## src/rtl/wb_regfile_stage_pkg.sv

```systemverilog
// Shared sizing, types and limits for the writeback / register-file stage.
package wb_regfile_stage_pkg;
  localparam int DATA_W   = 10;
  localparam int ADDR_W   = 3;
  localparam int NUM_REGS = 1 << ADDR_W;
  localparam int CNT_W    = 2;
  localparam logic [CNT_W-1:0] CNT_MAX = CNT_W'((1 << CNT_W) - 1);

  typedef logic [ADDR_W-1:0] reg_addr_t;
  typedef logic [DATA_W-1:0] reg_data_t;

  typedef struct packed {
    logic      valid;
    reg_addr_t addr;
    reg_data_t data;
  } wb_req_t;
endpackage

```

## src/rtl/wb_scoreboard.sv

```systemverilog
// Per-register in-flight write counters, sticky overflow/underflow flag and
// read-after-write pending detection for the two decode read ports.
module wb_scoreboard
  import wb_regfile_stage_pkg::*;
(
  input  logic      clk,
  input  logic      reset,
  input  logic      en,
  input  logic      wb_valid,
  input  reg_addr_t wb_addr,
  input  logic      issue_valid,
  input  reg_addr_t issue_addr,
  input  reg_addr_t rd_addr_a,
  input  logic      rd_use_a,
  input  reg_addr_t rd_addr_b,
  input  logic      rd_use_b,
  output logic      pend_a,
  output logic      pend_b,
  output logic      sb_err
);
  logic [NUM_REGS-1:0][CNT_W-1:0] cnt, cnt_nxt;
  logic [NUM_REGS-1:0]            inc_vec, dec_vec, bad_vec;

  // Register 0 is masked out so its counter never leaves zero.
  assign inc_vec = {NUM_REGS{issue_valid}} & (NUM_REGS'(1) << issue_addr) & ~NUM_REGS'(1);
  assign dec_vec = {NUM_REGS{wb_valid}}    & (NUM_REGS'(1) << wb_addr)    & ~NUM_REGS'(1);

  always_comb begin
    cnt_nxt = cnt;
    bad_vec = '0;
    for (int r = 0; r < NUM_REGS; r++) begin
      if (inc_vec[r] && !dec_vec[r]) begin
        if (cnt[r] == CNT_MAX) bad_vec[r] = 1'b1;
        else                   cnt_nxt[r] = cnt[r] + 1'b1;
      end else if (dec_vec[r] && !inc_vec[r]) begin
        if (cnt[r] == '0) bad_vec[r] = 1'b1;
        else              cnt_nxt[r] = cnt[r] - 1'b1;
      end
    end
  end

  always_ff @(posedge clk or negedge reset) begin
    if (!reset) begin
      cnt    <= '0;
      sb_err <= 1'b0;
    end else if (en) begin
      cnt    <= cnt_nxt;
      sb_err <= sb_err | (|bad_vec);
    end
  end

  // The last outstanding write landing this cycle is covered by the bypass.
  assign pend_a = rd_use_a && (rd_addr_a != '0) && (cnt[rd_addr_a] != '0) &&
                  !((cnt[rd_addr_a] == CNT_W'(1)) && en && wb_valid && (wb_addr == rd_addr_a));
  assign pend_b = rd_use_b && (rd_addr_b != '0) && (cnt[rd_addr_b] != '0) &&
                  !((cnt[rd_addr_b] == CNT_W'(1)) && en && wb_valid && (wb_addr == rd_addr_b));
endmodule

```

## src/rtl/wb_regfile_stage.sv

```systemverilog
// Writeback stage: commits results into an 8-entry register file, serves two
// bypassed read ports and reports decode hazards from the scoreboard.
module wb_regfile_stage
  import wb_regfile_stage_pkg::*;
(
  input  logic              clk,
  input  logic              reset,
  input  logic              en,
  input  logic              wb_valid,
  input  logic [ADDR_W-1:0] wb_addr,
  input  logic [DATA_W-1:0] wb_data,
  input  logic              issue_valid,
  input  logic [ADDR_W-1:0] issue_addr,
  input  logic [ADDR_W-1:0] rd_addr_a,
  input  logic              rd_use_a,
  output logic [DATA_W-1:0] rd_data_a,
  input  logic [ADDR_W-1:0] rd_addr_b,
  input  logic              rd_use_b,
  output logic [DATA_W-1:0] rd_data_b,
  output logic              hazard,
  output logic              sb_err
);
  logic [NUM_REGS-1:0][DATA_W-1:0] regs;
  wb_req_t wb;
  logic    wb_fire, pend_a, pend_b;

  assign wb      = '{valid: wb_valid, addr: wb_addr, data: wb_data};
  // Held in reset the stage shows all-zero reads, so the bypass is gated too.
  assign wb_fire = reset && en && wb.valid && (wb.addr != '0);

  always_ff @(posedge clk or negedge reset) begin
    if (!reset)       regs          <= '0;
    else if (wb_fire) regs[wb.addr] <= wb.data;
  end

  assign rd_data_a = (wb_fire && (wb.addr == rd_addr_a)) ? wb.data : regs[rd_addr_a];
  assign rd_data_b = (wb_fire && (wb.addr == rd_addr_b)) ? wb.data : regs[rd_addr_b];

  wb_scoreboard u_sb (
    .clk         (clk),
    .reset       (reset),
    .en          (en),
    .wb_valid    (wb_valid),
    .wb_addr     (wb_addr),
    .issue_valid (issue_valid),
    .issue_addr  (issue_addr),
    .rd_addr_a   (rd_addr_a),
    .rd_use_a    (rd_use_a),
    .rd_addr_b   (rd_addr_b),
    .rd_use_b    (rd_use_b),
    .pend_a      (pend_a),
    .pend_b      (pend_b),
    .sb_err      (sb_err)
  );

  assign hazard = pend_a || pend_b;
endmodule

```

## config.mk

```make
export PLATFORM = sky130hd
export DESIGN_NAME = wb_regfile_stage
export DESIGN_NICKNAME = d
export VERILOG_FILES = /design/src/rtl/wb_regfile_stage_pkg.sv /design/src/rtl/wb_scoreboard.sv /design/src/rtl/wb_regfile_stage.sv
export SDC_FILE = /design/constraint.sdc
export NUM_CORES = 1
export LEC_CHECK = 0
export CORE_MARGIN = 10
export CORE_UTILIZATION = 60
export CTS_BUF_LIST = sky130_fd_sc_hd__clkbuf_8
export DETAILED_ROUTE_END_ITERATION = 8
export HOLD_SLACK_MARGIN = 0.15
export PLACE_DENSITY = 0.8
export SLEW_MARGIN = 30
export SYNTH_ARGS = -nofsm -noshare
export SYNTH_HDL_FRONTEND = slang
export SYNTH_HIERARCHICAL = 1
export SYNTH_SLANG_ARGS = --single-unit
```

## constraint.sdc

```tcl
create_clock -name clk -period 2.5 [get_ports clk]
set_input_delay 0.375 -clock clk [delete_from_list [all_inputs] [get_ports clk]]
set_output_delay 0.375 -clock clk [all_outputs]
set_load 0.02 [all_outputs]
```

[Word-level counts from Yosys, hierarchy flattened]
Index checks and enable logic that the tools add are counted.
Word-level totals
  bits in registers: 95
  input bits: 29
  output and inout port bits: 22
Operators by class
  $add $sub $neg: 14
  order comparisons: 4
  equal/unequal tests: 25
  shift-type cells: 2
  muxes and demuxes: 69
  bitwise operators: 3
  reductions and logical operators: 76
Operator list (count)
  $bwmux W80: 1
  $bmux W10 S3: 2
  $mux W2: 30
  $mux W10: 5
  $logic_and A1 B1 Y1: 32
  $demux W10 S3: 1
  $mux W1: 28
  $reduce_and A4 Y1: 7
  $reduce_bool A2 Y1: 9
  $and A8 B8 Y8: 2
  $logic_not A1 Y1: 16
  $shl A1 B3 Y8 const A: 2
  $add A2 B1 Y2 const B: 7
  $eq A2 B2 Y1 const B: 7
  $logic_not A2 Y1: 7
  $ne A2 B1 Y1 const B: 7
  $ne A2 B2 Y1 const B: 7
  $sub A2 B1 Y2 const B: 7
  $bmux W2 S3: 2
  $lt A3 B4 Y1 const B: 3
  $reduce_bool A3 Y1: 3
  $reduce_or A7 Y1: 1
  $eq A3 B3 Y1: 2
  $eq A2 B1 Y1 const B: 2
  3 further kinds: 3

[Logic depth before layout (Yosys ltp)]
  depth after elaboration: 9
  mapped depth: 10
  depth with buffers taken out: 9

[By module]
Netlist, hierarchy kept.
Modules (own cells, without submodules)
  wb_regfile_stage: times used 1, cells each 285, area each 4640.7 um^2
  wb_scoreboard: times used 1, cells each 196, area each 1557.7 um^2

[Least setup slack after synthesis]
OpenSTA, ideal clock, no wires.
  kind: input to output
  start point: input port rd_addr_b[0]
  end point: output port rd_data_b[8]
  arrival: 1738 ps
  required time: 2125 ps
  slack: 387 ps
  stages on the path: 4
  path buffers: 1
  path through: buf_2 mux4_2 mux2_2 mux2_2
Between the ends
  cells in the longest elaborated chain, start to end: 3
  elaborated cells on any way between the ends: 5
Ends and longest elaborated chain
  start, declared: line wb_regfile_stage.sv:17  | input logic [ADDR_W-1:0] rd_addr_b,
  $bmux W10 S3 / $eq A3 B3 Y1 (equally long branches): line wb_regfile_stage.sv:37  | assign rd_data_b = (wb_fire && (wb.addr == rd_addr_b)) ? wb.data : regs[rd_addr_b];
  $mux W10 (implied by the code) / $logic_and A1 B1 Y1 (equally long branches): line wb_regfile_stage.sv:37
  $mux W10 *: line wb_regfile_stage.sv:37
  end, declared: line wb_regfile_stage.sv:19  | output logic [DATA_W-1:0] rd_data_b,
Mark *: on every way between the ends. The rest lies on a longest branch, timed or not. The select of a mux whose other input is x is not followed.

[Worst setup path after layout]
  start point: input port rd_addr_a[0]
  end point: output port rd_data_a[9]
Between the ends
  cells in the longest elaborated chain, start to end: 3
  elaborated cells on any way between the ends: 5
Ends and longest elaborated chain
  start, declared: line wb_regfile_stage.sv:14  | input logic [ADDR_W-1:0] rd_addr_a,
  $bmux W10 S3 / $eq A3 B3 Y1 (equally long branches): line wb_regfile_stage.sv:36  | assign rd_data_a = (wb_fire && (wb.addr == rd_addr_a)) ? wb.data : regs[rd_addr_a];
  $mux W10 (implied by the code) / $logic_and A1 B1 Y1 (equally long branches): line wb_regfile_stage.sv:36
  $mux W10 *: line wb_regfile_stage.sv:36
  end, declared: line wb_regfile_stage.sv:16  | output logic [DATA_W-1:0] rd_data_a,
Marked as above.

==> impl_metrics.yaml <==
sta:
  period_minus_slack_ns: 2.50
  maxSlewHeadroom_pct: 55.0
  finalSetupViolations: 2
  max_slew.worst_pin.slew_ns: 0.675
  fmax_ghz: 0.399
  fin_skew_ns: 0.00707
  min_period_over_period_pct: 100
  slew_viol_final: 0
  fin_ws_ns: -0.00327
  fin_setup_tns_ns: -0.00418
  finalHoldViolCount: 0
  grt_setup_unrepaired: "yes"
  whs_ns: 0.405
die:
  die_area_um2: 14800
  die-height_um: 122
  io_pins: 51
  rows: 37
  core_um2: 10200
  initial_utilization_pct: 60.9
  die_w_um: 122
global_routing:
  grt_pass1_wl_um: 26300
  grt_antenna_before_repair: 0
  overflow: 0
  grt_max_degree: 52
  grt_pass1_vias: 4952
  grt_use_total_pct: 23.0
power_and_ir_drop:
  power_mw: 4.25
  p_leak_nw: 3.57
  ir_drop_mv: 0.447
  power_density_nw_per_um2: 556
yosys:
  yosys.area.top_type_share_pct: 38.4
  synthDistinctLibCells: 53
  yosysWarnings: 6
  synth-seq-cells: 95
  synth_seq_area_share_pct: 38.4
  synthCells: 481
  async_flop_share_pct: 100
  synth-edff-count: 0
  synth_common_cells: "mux2_2, dfrtp_1, nand2_1"
  yosysMostFrequentCell: "mux2_2"
  synth_flop_cell: "dfrtp_1"
  synth_top_cell_by_area: "dfrtp_1"
  synth_area_leaders: "dfrtp_1, mux2_2, mux4_1"
  synth_area_um2: 6200
  syn_area_per_cell_um2: 12.9
  synth_nets: 524
clock_tree:
  cts_tree: "built"
  cts_made_buffers: 9
  clock-sinks: 95
  clockBufferDepth: 2
  cts-root-buf: "clkbuf_8"
  clk_latency_ns: 0.37
  htreeDepth: 3
  clkTransAtPathRegs_ns: 0.09
placed_design:
  hpwl_um: 11600
  globalplace.congestion: 0.884
  placed_cells: 712
  port_buffers: 50
final_layout:
  finalNetCount: 644
  drive_above_1_share_pct: 47.0
  syn_to_final_growth_pct: 23.3
  instances_no_fill: 742
  finish.utilization_pct: 75.1
  n_antenna_cell: 0
critical_path:
  start_kind: "primary input"
  cp_top_family: "compound AO/OA/AOI/OAI gates"
  worstPathRequired_ns: 2.12
  crit_fanout: 6
  crit_path_end_kind: "output port"
  critPathBufInv: 3
  worst_ep_arrival_time_ns: 2.13
  crit_type: "primary input to output port"
  path_cells: "buf_4 -> buf_12 -> or3b_4 -> a211oi_4 -> o21ai_4 -> mux2_4 -> buf_4"
  crit_top_cell: "buf_4"
  crit_path_top_delay_cell: "or3b_4"
  slowest_delay_ns: 0.40
route:
  routed_wl_um: 16700
  dr.pass1.iters: 5
  route.detailed.vias_per_inst: 6.24
  drt_iter0_drc: 360
  ant_nets: 0
  drc: 0
  vias: 4632
  routedWlPerCell_um: 22.6
status:
  failed_checks: "setup timing"
  status: "finished with violations"
min_path:
  min_path_type: "flip-flop to flip-flop"
flow_run:
  maxCapViolations: 0
[layout make-up]
type | instances | area [µm²]
clock buffer | 11 | 151
clock inverter | 5 | 32.5
fill | 656 | 2540
inverter | 18 | 67.6
multi-input combinational | 336 | 3590
sequential | 95 | 2380
tap | 136 | 170
timing repair buffer | 141 | 1250
[path summary, 6_finish.rpt]
kind | start | cells past startpoint | slack (ns) | end
worst max register to register | u_sb/cnt[11] | 5 | 0.93 | u_sb/sb_err
worst min register to register | regs[4] | 0 | 0.41 | regs[4]
worst max-delay path | rd_addr_a[0] | 7 | -0.003 | rd_data_a[9]
worst min-delay path | regs[4] | 0 | 0.41 | regs[4]
max in group asynchronous | reset | 3 | 1.30 | regs[79]
min in group asynchronous | reset | 3 | 0.63 | regs[24]
[power by group]
group          internal (mW)  switching (mW)  leakage (nW)  total (mW)
sequential              1.77           0.196          1.24        1.97
clock                  0.414           0.546        0.0932       0.960
combinational          0.775           0.544          2.24        1.32
[state kept, by name, indices dropped and copies added, names as in the netlist]
register,cells
regs,80
u_sb/cnt,14
u_sb/sb_err,1
[worst reg2reg max path: stages (launching register included)]
cell and delay (ns):
dfrtp_1 0.41, buf_4 0.16, a31oi_1 0.29, nand4_1 0.19, o41ai_1 0.32, nand2b_1 0.09
[layout by cell type (no fill, tap or decap), types with 2 or more instances in the layout]
master	instances
mux2_2	102
dfrtp_1	95
buf_4	80
nand2_1	30
mux4_2	23
mux4_1	21
clkdlybuf4s50_1	20
inv_1	19
a21oi_1	18
buf_6	15
nor2_1	14
ha_1	14
nor2b_1	13
nand3_1	12
mux2_4	11
clkbuf_8	11
buf_2	11
o21ai_0	10
buf_12	7
nand2b_1	6
nor4b_1	6
xor2_1	5
a31oi_1	5
xnor2_1	4
nor2_2	3
nor3_2	3
dlygate4sd2_1	3
nand4_1	3
and3_1	2
or3b_4	2
o21ai_4	2
nand3b_1	2
clkinvlp_4	2
or3_1	2
o21ai_1	2
maj3_1	2
[metal layers]
metal | track usage (%) | part of all wire, % | vias up
met3 | 4.26 | 5.7 | 57
met2 | 39.7 | 51 | 187
li1 | - | - | 2048
met5 | 0 | 0 | -
met4 | 13.0 | 4.6 | 0
met1 | 26.4 | 39 | 2340
[repair_timing]
item                                    4_1_cts  5_1_grt
resized for setup                           122       14
endpoints found under the hold margin         8        0
buffers inserted                             10        1
pin swaps                                     5        8
endpoints found under the setup margin       21       49
gates cloned                                  2        0
hold buffers                                  1        0
[logic make-up (layout without fill, tap and decap cells)]
logic type	after synthesis	after routing	synth area share, %
and+or+nand+nor	106	106	9.55
muxes	158	158	38.6
adders and majority gates	16	16	3.15
AOI/OAI and AO/OA	46	47	4.80
buffers and inverters	51	175	4.26
DFF	95	95	38.4
xor gates and xnor gates	9	9	1.27
[through the flow]
stage,instance area (µm²),setup WS (ns)
after floorplan,6200,0.387
after global placement,7310,-0.744
after detailed placement,7310,-0.771
after CTS,7610,0.0114
after global routing,7640,-0.0395
final,7640,-0.00327
Power figures use the tool's default switching activity.
